===== src/rtl/dspm_dma.sv =====
// DSPM DMA: moves words between valid/ready streams and the scratchpad bus.
// Define DSPM_DMA_ADDR_WRAP_EN to let transfers wrap from 4095 to 0.
module dspm_dma (
    input  logic        clk,
    input  logic        reset,
    input  logic        io_start,
    input  logic        io_dir,
    input  logic [11:0] io_base,
    input  logic [11:0] io_len,
    output logic        io_busy,
    output logic        io_done,
    output logic        io_err,
    input  logic        io_in_valid,
    output logic        io_in_ready,
    input  logic [31:0] io_in_data,
    output logic        io_out_valid,
    input  logic        io_out_ready,
    output logic [31:0] io_out_data,
    output logic [11:0] io_bus_addr,
    output logic        io_bus_enable,
    output logic        io_bus_byte_write_0,
    output logic        io_bus_byte_write_1,
    output logic        io_bus_byte_write_2,
    output logic        io_bus_byte_write_3,
    output logic [31:0] io_bus_data_in,
    input  logic [31:0] io_bus_data_out
);
    typedef enum logic [1:0] {S_IDLE, S_WRITE, S_READ} state_t;

    state_t      r_state;
    logic [11:0] r_addr;
    logic [12:0] r_rem;
    logic        r_err;
    logic        r_inflight;
    logic [31:0] r_fifo [2];
    logic        r_wp;
    logic        r_rp;
    logic [1:0]  r_cnt;

    logic        w_rem_nz;
    logic        w_wr_hs;
    logic        w_pop;
    logic        w_push;
    logic [1:0]  w_occ;
    logic        w_rd_issue;
    logic        w_range_bad;
    logic        w_accept;
    logic        w_wr_done;
    logic        w_rd_done;

`ifdef DSPM_DMA_ADDR_WRAP_EN
    assign w_range_bad = 1'b0;
`else
    assign w_range_bad = ({1'b0, io_base} + {1'b0, io_len}) > 13'd4095;
`endif

    assign w_rem_nz   = (r_rem != 13'd0);
    assign w_wr_hs    = (r_state == S_WRITE) && w_rem_nz && io_in_valid;
    assign w_pop      = io_out_valid && io_out_ready;
    assign w_push     = r_inflight;
    // Occupancy after this cycle's pop lets reads stream back-to-back.
    assign w_occ      = r_cnt + {1'b0, r_inflight} - {1'b0, w_pop};
    assign w_rd_issue = (r_state == S_READ) && w_rem_nz && (w_occ <= 2'd1);
    assign w_accept   = (r_state == S_IDLE) && io_start && !w_range_bad;
    assign w_wr_done  = (r_state == S_WRITE) && !w_rem_nz;
    assign w_rd_done  = (r_state == S_READ) && !w_rem_nz &&
                        !r_inflight && (r_cnt == 2'd0);

    assign io_busy             = (r_state != S_IDLE);
    assign io_done             = w_wr_done || w_rd_done;
    assign io_err              = r_err;
    assign io_in_ready         = (r_state == S_WRITE) && w_rem_nz;
    assign io_out_valid        = (r_state == S_READ) && (r_cnt != 2'd0);
    assign io_out_data         = io_out_valid ? r_fifo[r_rp] : 32'd0;
    assign io_bus_addr         = r_addr;
    assign io_bus_enable       = w_wr_hs || w_rd_issue;
    assign io_bus_byte_write_0 = w_wr_hs;
    assign io_bus_byte_write_1 = w_wr_hs;
    assign io_bus_byte_write_2 = w_wr_hs;
    assign io_bus_byte_write_3 = w_wr_hs;
    assign io_bus_data_in      = (r_state == S_WRITE) ? io_in_data : 32'd0;

    always_ff @(posedge clk or posedge reset) begin
        if (reset) begin
            r_state    <= S_IDLE;
            r_addr     <= 12'd0;
            r_rem      <= 13'd0;
            r_err      <= 1'b0;
            r_inflight <= 1'b0;
            r_fifo[0]  <= 32'd0;
            r_fifo[1]  <= 32'd0;
            r_wp       <= 1'b0;
            r_rp       <= 1'b0;
            r_cnt      <= 2'd0;
        end else begin
            r_err      <= (r_state == S_IDLE) && io_start && w_range_bad;
            r_inflight <= w_rd_issue;
            if (w_push) begin
                r_fifo[r_wp] <= io_bus_data_out;
                r_wp         <= ~r_wp;
            end
            if (w_pop) begin
                r_rp <= ~r_rp;
            end
            r_cnt <= r_cnt + {1'b0, w_push} - {1'b0, w_pop};
            unique case (r_state)
                S_IDLE: begin
                    if (w_accept) begin
                        r_state <= io_dir ? S_READ : S_WRITE;
                        r_addr  <= io_base;
                        r_rem   <= {1'b0, io_len} + 13'd1;
                    end
                end
                S_WRITE: begin
                    if (w_wr_hs) begin
                        r_addr <= r_addr + 12'd1;
                        r_rem  <= r_rem - 13'd1;
                    end else if (w_wr_done) begin
                        r_state <= S_IDLE;
                    end
                end
                S_READ: begin
                    if (w_rd_issue) begin
                        r_addr <= r_addr + 12'd1;
                        r_rem  <= r_rem - 13'd1;
                    end else if (w_rd_done) begin
                        r_state <= S_IDLE;
                    end
                end
                default: r_state <= S_IDLE;
            endcase
        end
    end
endmodule

===== config.mk =====
export PLATFORM = sky130hd
export DESIGN_NAME = dspm_dma
export DESIGN_NICKNAME = d
export VERILOG_FILES = /design/src/rtl/dspm_dma.sv
export SDC_FILE = /design/constraint.sdc
export NUM_CORES = 1
export LEC_CHECK = 0
export ABC_AREA = 1
export BUFFER_PORTS_ARGS = -buffer_cell sky130_fd_sc_hd__buf_2
export CAP_MARGIN = 0
export CORE_MARGIN = 10
export CORE_UTILIZATION = 40
export CTS_CLUSTER_DIAMETER = 30
export DETAILED_ROUTE_END_ITERATION = 7
export GPL_ROUTABILITY_DRIVEN = 0
export SYNTH_ARGS = -nofsm -noshare
export SYNTH_HDL_FRONTEND = slang
export SYNTH_SLANG_ARGS = --single-unit

===== constraint.sdc =====
create_clock -name clk -period 3 [get_ports clk]
set_input_delay 0.15 -clock clk [delete_from_list [all_inputs] [get_ports clk]]
set_output_delay 0.15 -clock clk [all_outputs]
set_load 0.02 [all_outputs]

# Yosys cells after proc, flatten, opt, wreduce, memory -nomap -nowiden

Cells that the tools add are included.

Logic and storage cells: 84
Register bits: 97
Output and inout port bits: 86
Bits of input ports: 94

Mux-type cells: 23
Order comparisons: 5
Equality and inequality tests: 9
Reduce and logical (&&, ||, !) cells: 27
Bitwise gates (word level): 4
Add/subtract/negate cells: 6

Operators with widths:

| cell                    | count |
|---|---|
| $mux W32                | 6 |
| $bwmux W64              | 1 |
| $mux W13                | 3 |
| $pmux W13 S3            | 1 |
| $mux W12                | 3 |
| $pmux W12 S3            | 1 |
| $demux W32 S1           | 1 |
| $logic_and A1 B1 Y1     | 14 |
| $ne A2 B2 Y1 const B    | 7 |
| $add A12 B1 Y13 const B | 1 |
| $add A12 B12 Y13        | 1 |
| $gt A13 B12 Y1 const B  | 1 |
| $reduce_bool A13 Y1     | 1 |
| $sub A13 B1 Y13 const B | 1 |
| $add A12 B1 Y12 const B | 1 |
| $mux W2                 | 6 |
| $pmux W2 S3             | 1 |
| $reduce_and A5 Y1       | 1 |
| $ge A2 B2 Y1 const B    | 2 |
| $logic_not A2 Y1        | 2 |
| $not A1 Y2              | 2 |
| $reduce_and A4 Y1       | 1 |
| $reduce_bool A2 Y1      | 2 |
| $logic_not A1 Y1        | 3 |
| 9 further kinds         | 11 |

# Logic depth before layout (Yosys ltp)

Gate-level depths: netlist of the first run.

Word-level depth: 8
Gate-level depth with buffers: 22
Gate-level depth less buffers: 21

# Worst setup path after synthesis of the first run

OpenSTA, ideal clock, no wires.

Kind: reg2reg
Start: reg r_state[0]
End: reg r_addr[8] (netlist: io_bus_addr[8])
Slack: 0.475 ns
Arrival: 2.408 ns
Setup time: 0.118 ns
Stages on the path, launching flop included: 22
Cells stage by stage: dfrtp_1 > inv_1 > ha_1 > inv_1 > nor2_1 > nand2_1 > inv_1 > ha_1 > inv_1 > ha_1 > inv_1 > nand2_1 > nand3b_1 > nand2_1 > nand3_1 > nand2_1 > nand2_2 > inv_4 > nand2_8 > buf_6 > nand2_1 > nand2_1

Word-level cells in the longest chain between the ends: 8
Elaborated cells between the ends (all ways): 19
Those cells by class: 1 x add/sub; 1 x order compare; 5 x eq/ne; 1 x mux; 11 x reduce/logical

Ends and longest elaborated chain:

| element                            | line | RTL |
|---|---|---|
| start, declared                    | 30   | `state_t r_state;` |
| start signal, assigned             | 109  | `r_state <= io_dir ? S_READ : S_WRITE;` |
| $eq A2 B2 Y1                       | 73   | `assign io_out_valid = (r_state == S_READ) && (r_cnt != 2'd0);` |
| $logic_and A1 B1 Y1                | 73   |  |
| $logic_and A1 B1 Y1                | 59   | `assign w_pop = io_out_valid && io_out_ready;` |
| named net w_pop                    | 42   | `logic w_pop;` |
| $sub A2 B1 Y2                      | 62   | `assign w_occ = r_cnt + {1'b0, r_inflight} - {1'b0, w_pop};` |
| $le A2 B1 Y1                       | 63   | `assign w_rd_issue = (r_state == S_READ) && w_rem_nz && (w_occ <= 2'd1);` |
| $logic_and A1 B1 Y1                | 63   |  |
| $ne A2 B2 Y1 (no source line)      | n/a  |  |
| $reduce_and A4 Y1 (no source line) | n/a  |  |
| end signal, assigned               | 110  | `r_addr <= io_base;` |
| end signal, assigned               | 116  | `r_addr <= r_addr + 12'd1;` |
| end signal, assigned               | 124  | `r_addr <= r_addr + 12'd1;` |
| end, declared                      | 31   | `logic [11:0] r_addr;` |

The timed path passes the listed nets, and every way through them passes these cells.
A chain may end at the register's enable or synchronous reset.

# Final worst setup path of the first run

Start: reg r_state[0]
End: reg r_addr[1] (netlist: io_bus_addr[1])

Same word-level chain as after synthesis.

==> impl_metrics.tcl, run 1 <==
set metrics [dict create \
    ys_seq_elements 97 \
    cts_buffer_depth 2 \
    dp_hpwl_um 12600 \
    clk_pin_slew_ps 70 \
    cts.repair.resized 0 \
    wl_um 17200 \
    rr_worst_depth 20 \
    netlist_top_cells_count "nand2_1 (403), inv_1 (147), dfrtp_1 (97)" \
    layout-drive-gt1-share 0.199 \
    postPlaceCellArea_um2 7160 \
    synth_ff_type "dfrtp_1" \
    tightest_slew_ps 1040 \
    pre_cts_slack_ps 350 \
    synth_top_area_share 0.396 \
    start_util 0.405 \
    clk_latency_ps 350 \
    yosysSeqAreaShare 0.396 \
    grt_start_max_net_pins 65 \
    hold_violations 0 \
    grt_first_pass_wirelength_um 28500 \
    cp_max_fo 14 \
    peakVddDrop_mv 0.469 \
    core_um2 15100 \
    hp-class "input pin to flip-flop" \
    gr-total-overflow 0 \
    fin_util 0.492 \
    cp-end-kind "flip-flop" \
    antennaDiodeCount 0 \
    grt_pass1_vias 5836 \
    root_buffer "clkbuf_16" \
    drv_cap 0 \
    cts-buffers-inserted 9 \
    htree_levels 3 \
    reg2reg_to "io_bus_addr[1]" \
    timing.slew.headroom 0.305 \
    track_usage 0.168 \
    postCtsSetupRepairBufs 0 \
    die_h_um 144 \
    fmax_ghz 0.377 \
    syn_area_per_cell_um2 6.56 \
    cts_tree "yes" \
    finalSetupViolCount 0 \
    die_area_um2 20700 \
    leakagePower_nw 4.75 \
    critPathKind "flip-flop to flip-flop" \
    synth_edf_count 0 \
    endpoint "io_bus_addr[1]" \
    drtIter0Drc 276 \
    vias 5926 \
    wire_per_inst_um 13.3 \
    via_per_inst 4.61 \
    worst_clock_skew_ps 7.84 \
    syn_to_final_growth_pct 21.3 \
    synth_area_leader_cell "dfrtp_1" \
    layout.nets 1208 \
    slew_violations 0 \
    ys_types 35 \
    ff2ff_setup_slack_ps 340 \
    cts_sinks 97 \
    syn_nets 1049 \
    syn_inst 935 \
    postLayoutCellArea_um2 7450 \
    fin_ws_ps 344 \
    firstDrtPassIters 4 \
    yosys_warnings 0 \
    num_rows 45 \
    synthArstFlopShare 1.00 \
    die_w_um 144 \
    worstSetupStartpoint "r_state[0]" \
    drc 0 \
    io_pins 180 \
    critPathArrivalTime_ps 2940 \
    status "finished clean" \
    power_density_nw_per_um2 993 \
    yosys.cell_count.top_type "nand2_1" \
    r2r_start "r_state[0]" \
    fin_setup_tns_ps 0 \
    io_buffers 179 \
    antenna_found_initial 0 \
    critPathRequiredTime_ps 3290 \
    drt.antenna.violating_nets 0 \
    post-route-min-period_ps 2660 \
    syn_area_um2 6140 \
    finalCritPeriodShare 0.885 \
    synthTopCellsByArea "dfrtp_1 (40%), nand2_1 (25%), inv_1 (9.0%), o21ai_0 (6.4%), nand3_1 (4.6%)" \
    grt_setup_unrepaired "false" \
    fin_total_pwr_mw 7.39 \
    startpoint_type "flip-flop" \
]
power by group:
group          total, mW  switching [mW]  internal, mW
logic               3.86            2.56          1.29
registers           2.43           0.463          1.96
clock network       1.11           0.533         0.573
cell families after synthesis:
kind of cell,share of synthesized area
compound gates,0.0811
flops,0.396
buf+inv,0.125
fa+ha+maj,0.0420
simple gates,0.345
xor+xnor,0.0114
metal layers:
metal | GRT usage | vias to the layer above | routed length [um]
li1 | - | 3149 | -
met1 | 0.215 | 2623 | 7780
met2 | 0.277 | 140 | 8140
met3 | 0.0452 | 14 | 1060
met4 | 0.0355 | 0 | 190
met5 | 0 | - | 0
worst min path at each step:
stage / startpoint / end / cells after the start
finish: io_start / io_err / 3
detailed placement: reset / r_fifo[6] / 2
global placement: reset / r_fifo[38] / 2
CTS: io_start / io_err / 3
floorplan: io_start / io_err / 2
global route: io_start / io_err / 3
registers in the layout, summed over array words and instances (netlist names):
register     flops
io_bus_addr     12
io_err           1
r_cnt            2
r_fifo          64
r_inflight       1
r_rem           13
r_rp             1
r_state          2
r_wp             1
critical path, cell delays in order (launching register included):
cell	delay [ps]
dfrtp_1	390
inv_1	90
ha_1	210
inv_1	80
nor2_2	130
nand2_1	90
inv_1	60
ha_1	210
inv_1	50
ha_1	150
inv_1	40
nand2_1	70
nand3b_1	80
nand2_1	90
nand3_1	110
nand2_1	90
nand2_2	60
inv_4	160
buf_4	240
nand3_1	90
nand2_1	90
metrics by stage:
stage / instances / hold slack (ps)
5_1_grt: 1286 / 57.9
3_5_place_dp: 1270 / 268
4_1_cts: 1286 / 31.4
2_1_floorplan: 935 / 280
6_report: 1286 / 41.1
3_3_place_gp: 1270 / 259
layout make-up:
class	count	area, um2
fillers	1592	7700
multi-input cells	647	2950
flip-flops and latches	97	2430
repair buffers	190	993
inverters	149	564
well taps	188	235
clock buffers	9	225
clock inverters	6	50.0
layout by cell type, fill, tap and decap left out, drive strengths merged, types with 10 or more instances in the layout:
master / synthesis / layout
buf: 15 / 189
dfrtp: 97 / 97
ha: 19 / 19
inv: 149 / 153
nand2: 407 / 407
nand3: 56 / 56
nand4: 10 / 10
nor2: 38 / 38
o21ai: 79 / 79
what timing repair did:
item	4_1_cts	5_1_grt
hold endpoints to repair	43	0
hold buffers	1	0
endpoints found under the setup margin	0	0
Note: power is estimated with default switching activity, not from simulation.
==> run 2, diff against run 1 <==
- CTS_BUF_LIST: unset -> sky130_fd_sc_hd__clkbuf_4
==> run 2 against run 1 <==
Design area up 2.8%. Largest power group unchanged. Utilization up 1.4 points. Combinational power up 1%.
==> impl_metrics.tcl, run 2 (synthesized netlist as in run 1, its figures left out) <==
set metrics [dict create \
    leakagePower_nw 4.83 \
    start_util 0.405 \
    grt_pass1_vias 5976 \
    drt.antenna.violating_nets 0 \
    power_density_nw_per_um2 911 \
    multi_input_area_um2 2950 \
    antenna_found_initial 0 \
    tightest_slew_ps 1050 \
    finalSetupViolCount 0 \
    cts_tree "yes" \
    gr-total-overflow 0 \
    htree_levels 3 \
    via_per_inst 4.60 \
    fmax_ghz 0.369 \
    track_usage 0.170 \
    io_pins 180 \
    critPathRequiredTime_ps 2850 \
    pre_cts_slack_ps 350 \
    wl_um 17400 \
    top_register "r_fifo" \
    final_cell_mix "nand2_1 (402), buf_2 (179), inv_1 (146)" \
    postPlaceCellArea_um2 7160 \
    worst_clock_skew_ps 23.2 \
    layout.nets 1244 \
    die_area_um2 20700 \
    fillers 1580 \
    startpoint_type "flip-flop" \
    hp-class "input pin to flip-flop" \
    slowest_delay_ps 420 \
    cts_sinks 97 \
    p_comb_frac 0.559 \
    syn_to_final_growth_pct 24.7 \
    cts_buffer_depth 2 \
    layout-drive-gt1-share 0.193 \
    core_um2 15100 \
    post-route-min-period_ps 2710 \
    stdcell_count 1322 \
    grt_setup_unrepaired "false" \
    placed_cells 1270 \
    hold_end "io_bus_addr[9]" \
    cp-end-kind "output port" \
    hold_start "io_base[9]" \
    clk_pin_slew_ps 150 \
    grt_first_pass_wirelength_um 29000 \
    drtIter0Drc 308 \
    num_rows 45 \
    fin_setup_tns_ps 0 \
    critPathArrivalTime_ps 2560 \
    rr_worst_depth 20 \
    pwr-share-clk 0.094 \
    hold_depth 5 \
    timing.slew.headroom 0.301 \
    peakVddDrop_mv 0.417 \
    drv_cap 0 \
    slew_violations 0 \
    dp_hpwl_um 12600 \
    hold_violations 0 \
    die_w_um 144 \
    postCtsSetupRepairBufs 0 \
    p_sw_frac 0.504 \
    layout.cells.most_common "nand2_1" \
    wire_per_inst_um 13.2 \
    ff2ff_setup_slack_ps 350 \
    postLayoutCellArea_um2 7650 \
    sequentialPowerShare 0.346 \
    largest_reg_flops 64 \
    die_h_um 144 \
    firstDrtPassIters 4 \
    crit_chain "inv_1 -> ha_2 -> inv_1 -> nor2_2 -> nand2_1 -> inv_1 -> ha_1 -> inv_1 -> ha_1 -> inv_1 -> nand2_1 -> nand3b_1 -> nand2_1 -> nand3_1 -> nand2_1 -> buf_2" \
    seq_area_um2 2430 \
    drc 0 \
    reg2reg_to "io_bus_addr[1]" \
    clk_latency_ps 480 \
    cp_max_fo 4 \
    grt_start_max_net_pins 65 \
    r2r_start "r_state[0]" \
    finalCritPeriodShare 0.904 \
    root_buffer "clkbuf_4" \
    power.internal_mw 3.46 \
    switchingPower_mw 3.51 \
    vias 6087 \
    fin_ws_ps 288 \
    fin_total_pwr_mw 6.97 \
    antennaDiodeCount 0 \
    critPathKind "flip-flop to output port" \
    cts-buffers-inserted 9 \
    io_buffers 179 \
    critPathSlowestCell "dfrtp_1" \
    critPathMostFrequentCell "inv_1" \
    status "finished clean" \
]
run 2: per-layer routing:
metal / part of all wire / track usage / up-vias
li1: - / - / 3225
met1: 0.45 / 0.217 / 2731
met2: 0.48 / 0.284 / 122
met3: 0.056 / 0.0462 / 9
met4: 0.0071 / 0.0317 / 0
met5: 0 / 0 / -
run 2: how the worst max path moves through the flow:
stage | startpoint | end
3_5_place_dp | r_state[0] | io_bus_addr[0]
4_1_cts | r_state[0] | io_bus_enable
5_1_grt | r_state[0] | io_bus_enable
3_3_place_gp | r_state[0] | io_bus_addr[7]
6_report | r_state[0] | io_bus_enable
2_1_floorplan | reset | io_bus_addr[0]
run 2: power by group through the flow:
stage          combinational [mW]  clock, mW  sequential (mW)
2_1_floorplan                2.85          0             2.42
3_3_place_gp                 3.85          0             2.43
3_5_place_dp                 3.91          0             2.44
4_1_cts                      3.95      0.690             2.41
5_1_grt                      4.46      0.743             2.52
6_report                     3.90      0.658             2.41
run 2: timing repair:
item | CTS | global route
hold endpoints to repair | 112 | 0
endpoints found under the setup margin | 0 | 1
gates resized for setup | 0 | 1
hold buffers | 37 | 0
run 2: through the flow:
stage	hold WS (ps)	utilization
global placement	259	0.473
floorplan	280	-
CTS	2.59	0.505
detailed placement	268	0.473
finish	35.0	0.505
global route	16.5	0.505
run 2: layout make-up:
type	instances	share of cell area
inverters	149	0.0738
multi-input cells	647	0.386
well taps	188	0.0307
clock inverters	6	0.00654
repair buffers	226	0.177
clock buffers	9	0.00883
flip-flops and latches	97	0.317
run 2: worst max-delay path, delay by kind of cell, from the launching register on:
| kind | cells | cell delay [ps] |
|---|---|---|
| fa+ha+maj | 3 | 570 |
| buf+inv | 6 | 460 |
| flops | 1 | 420 |
| simple gates | 7 | 640 |
==> run 3, diff against run 2 <==
- ABC_AREA: 1 -> unset
- PLACE_DENSITY: unset -> 0.65
==> run 3 against run 2 <==
Critical path depth down 3. Sequential power up 7%. Utilization up 3.1 points.
==> impl_metrics.tcl, run 3 <==
set metrics [dict create \
    status "finished clean" \
    stdcell_count 944 \
    synthTopCellsByArea "dfrtp_1 (42%), mux2_2 (13%), mux2i_1 (6.5%), ha_1 (4.2%), and2_1 (3.7%)" \
    yosysSeqAreaShare 0.424 \
    drtIter0Drc 528 \
    drc 0 \
    synth_top_area_share 0.424 \
    grt_first_pass_wirelength_um 26200 \
    placed_cells 881 \
    firstDrtPassIters 5 \
    cts_tree "yes" \
    drt.antenna.violating_nets 0 \
    cp_max_fo 7 \
    critPathSlowestCell "dfrtp_1" \
    via_per_inst 5.32 \
    die_area_um2 19500 \
    peakVddDrop_mv 0.417 \
    layout.nets 873 \
    layout-drive-gt1-share 0.391 \
    slew_violations 0 \
    clk_pin_slew_ps 150 \
    yosys_warnings 0 \
    track_usage 0.159 \
    ys_types 59 \
    grt_start_max_net_pins 71 \
    antennaDiodeCount 0 \
    power_density_nw_per_um2 1010 \
    grt_pass1_vias 5082 \
    largest_reg_flops 64 \
    ys_seq_elements 97 \
    core_um2 13900 \
    netlist_top_cells_count "dfrtp_1 (97), mux2_2 (64), nor2_1 (45)" \
    fin_setup_tns_ps 0 \
    dp_hpwl_um 12300 \
    num_rows 43 \
    syn_area_per_cell_um2 10.5 \
    die_h_um 140 \
    hold_violations 0 \
    yosys.cell_count.top_type "dfrtp_1" \
    startpoint_type "flip-flop" \
    clk_latency_ps 430 \
    htree_levels 3 \
    post-route-min-period_ps 2850 \
    hp-class "input pin to flip-flop" \
    synth_edf_count 0 \
    grt_setup_unrepaired "false" \
    cts_sinks 97 \
    syn_nets 660 \
    top_register "r_fifo" \
    syn_area_um2 5720 \
    fmax_ghz 0.351 \
    start_util 0.410 \
    tightest_slew_ps 1010 \
    critPathKind "flip-flop to flip-flop" \
    crit_family "compound AO/OA/AOI/OAI gates" \
    syn_inst 546 \
    critPathArrivalTime_ps 3240 \
    gr-total-overflow 0 \
    fillers 1257 \
    critPathRequiredTime_ps 3390 \
    wl_um 16600 \
    vias 5023 \
    syn_to_final_growth_pct 30.6 \
    timing.slew.headroom 0.326 \
    cts_buffer_depth 2 \
    layout.cells.most_common "buf_2" \
    cp_num_buf_inv 2 \
    synth_area_leader_cell "dfrtp_1" \
    synth_ff_type "dfrtp_1" \
    cts-buffers-inserted 9 \
    synthArstFlopShare 1.00 \
    crit_chain "ha_4 -> o21ai_4 -> inv_2 -> and2_4 -> ha_1 -> inv_1 -> ha_2 -> xor2_2 -> xnor2_2 -> nand3_4 -> a22o_4 -> a2111oi_0 -> a2111o_1" \
    slowest_delay_ps 440 \
    root_buffer "clkbuf_4" \
    leakagePower_nw 3.61 \
    drv_cap 0 \
    worst_clock_skew_ps 10.9 \
    cp-end-kind "flip-flop" \
    final_cell_mix "buf_2 (178), dfrtp_1 (96), mux2_2 (64)" \
    die_w_um 140 \
    finalCritPeriodShare 0.950 \
    antenna_found_initial 0 \
    wire_per_inst_um 17.6 \
    io_buffers 179 \
    io_pins 180 \
    finalSetupViolCount 0 \
]
run 3: worst reg2reg max path, cell delays in order (launching register included):
cell       delay, ps
dfrtp_1          440
ha_4             190
o21ai_4           60
inv_2             50
and2_4           150
ha_1             260
inv_1             40
ha_2             170
xor2_2           190
xnor2_2          240
nand3_4          140
a22o_4           330
a2111oi_0        370
a2111o_1         170
run 3: path summary, 6_finish.rpt:
kind                                  from        endpoint  slack [ps]  depth (start not counted)
min in group asynchronous            reset  io_bus_addr[9]         430                          3
worst max register to register  r_state[1]        r_rem[9]         150                         13
max in group asynchronous            reset       r_rem[11]        1920                          4
worst max-delay path            r_state[1]        r_rem[9]         150                         13
worst min-delay path            io_base[7]  io_bus_addr[7]          50                          3
worst min register to register  r_fifo[18]      r_fifo[18]         520                          1
run 3: power breakdown:
group          internal (mW)  switching [mW]  total, mW
Combinational           1.88            2.27       4.15
Sequential              1.98           0.602       2.58
Clock                  0.339           0.440      0.780
Total                   4.20            3.31       7.51
run 3: through the flow:
| step | power, mW | hold slack, ps | worst slack (ps) | instance area (um2) | util |
|---|---|---|---|---|---|
| 2_1_floorplan | 5.50 | 269 | 12.0 | 5760 | - |
| 3_3_place_gp | 6.39 | 376 | 143 | 6810 | 0.489 |
| 3_5_place_dp | 6.54 | 399 | 48.0 | 6810 | 0.489 |
| 4_1_cts | 7.37 | 12.8 | 8.14 | 7370 | 0.529 |
| 5_1_grt | 8.07 | 20.6 | 11.4 | 7470 | 0.536 |
| 6_report | 7.51 | 51.7 | 149 | 7470 | 0.536 |
run 3: cell type report:
cell class / count / area [um2] / area share
clock buffers: 9 / 67.6 / 0.00905
flip-flops and latches: 97 / 2430 / 0.325
inverters: 19 / 73.8 / 0.00989
clock inverters: 7 / 93.8 / 0.0126
well taps: 180 / 225 / 0.0302
repair buffers: 236 / 1440 / 0.193
multi-input cells: 396 / 3140 / 0.420
run 3: repair_timing:
action / in CTS / in global routing
hold buffers: 40 / 0
resized for setup: 0 / 9
hold endpoints to repair: 141 / 0
setup endpoints to repair: 0 / 22
setup buffers: 0 / 5
run 3: cell families (layout without fill, tap and decap cells):
family,count (synthesis),count (layout),share of synthesized area
buffers and inverters,55,271,0.0427
AND/OR/NAND/NOR,178,178,0.165
AO/OA/AOI/OAI,82,84,0.111
multiplexers,101,101,0.191
flip-flops,97,97,0.424
XOR/XNOR,13,13,0.0212
adder cells (fa/ha/maj),20,20,0.0451
run 3: metal layers:
layer	routed length (um)	vias to the layer above	track usage
li1	-	2397	-
met1	7000	2453	0.192
met5	0	-	0
met2	8280	156	0.275
met4	170	0	0.0337
met3	1160	17	0.0446
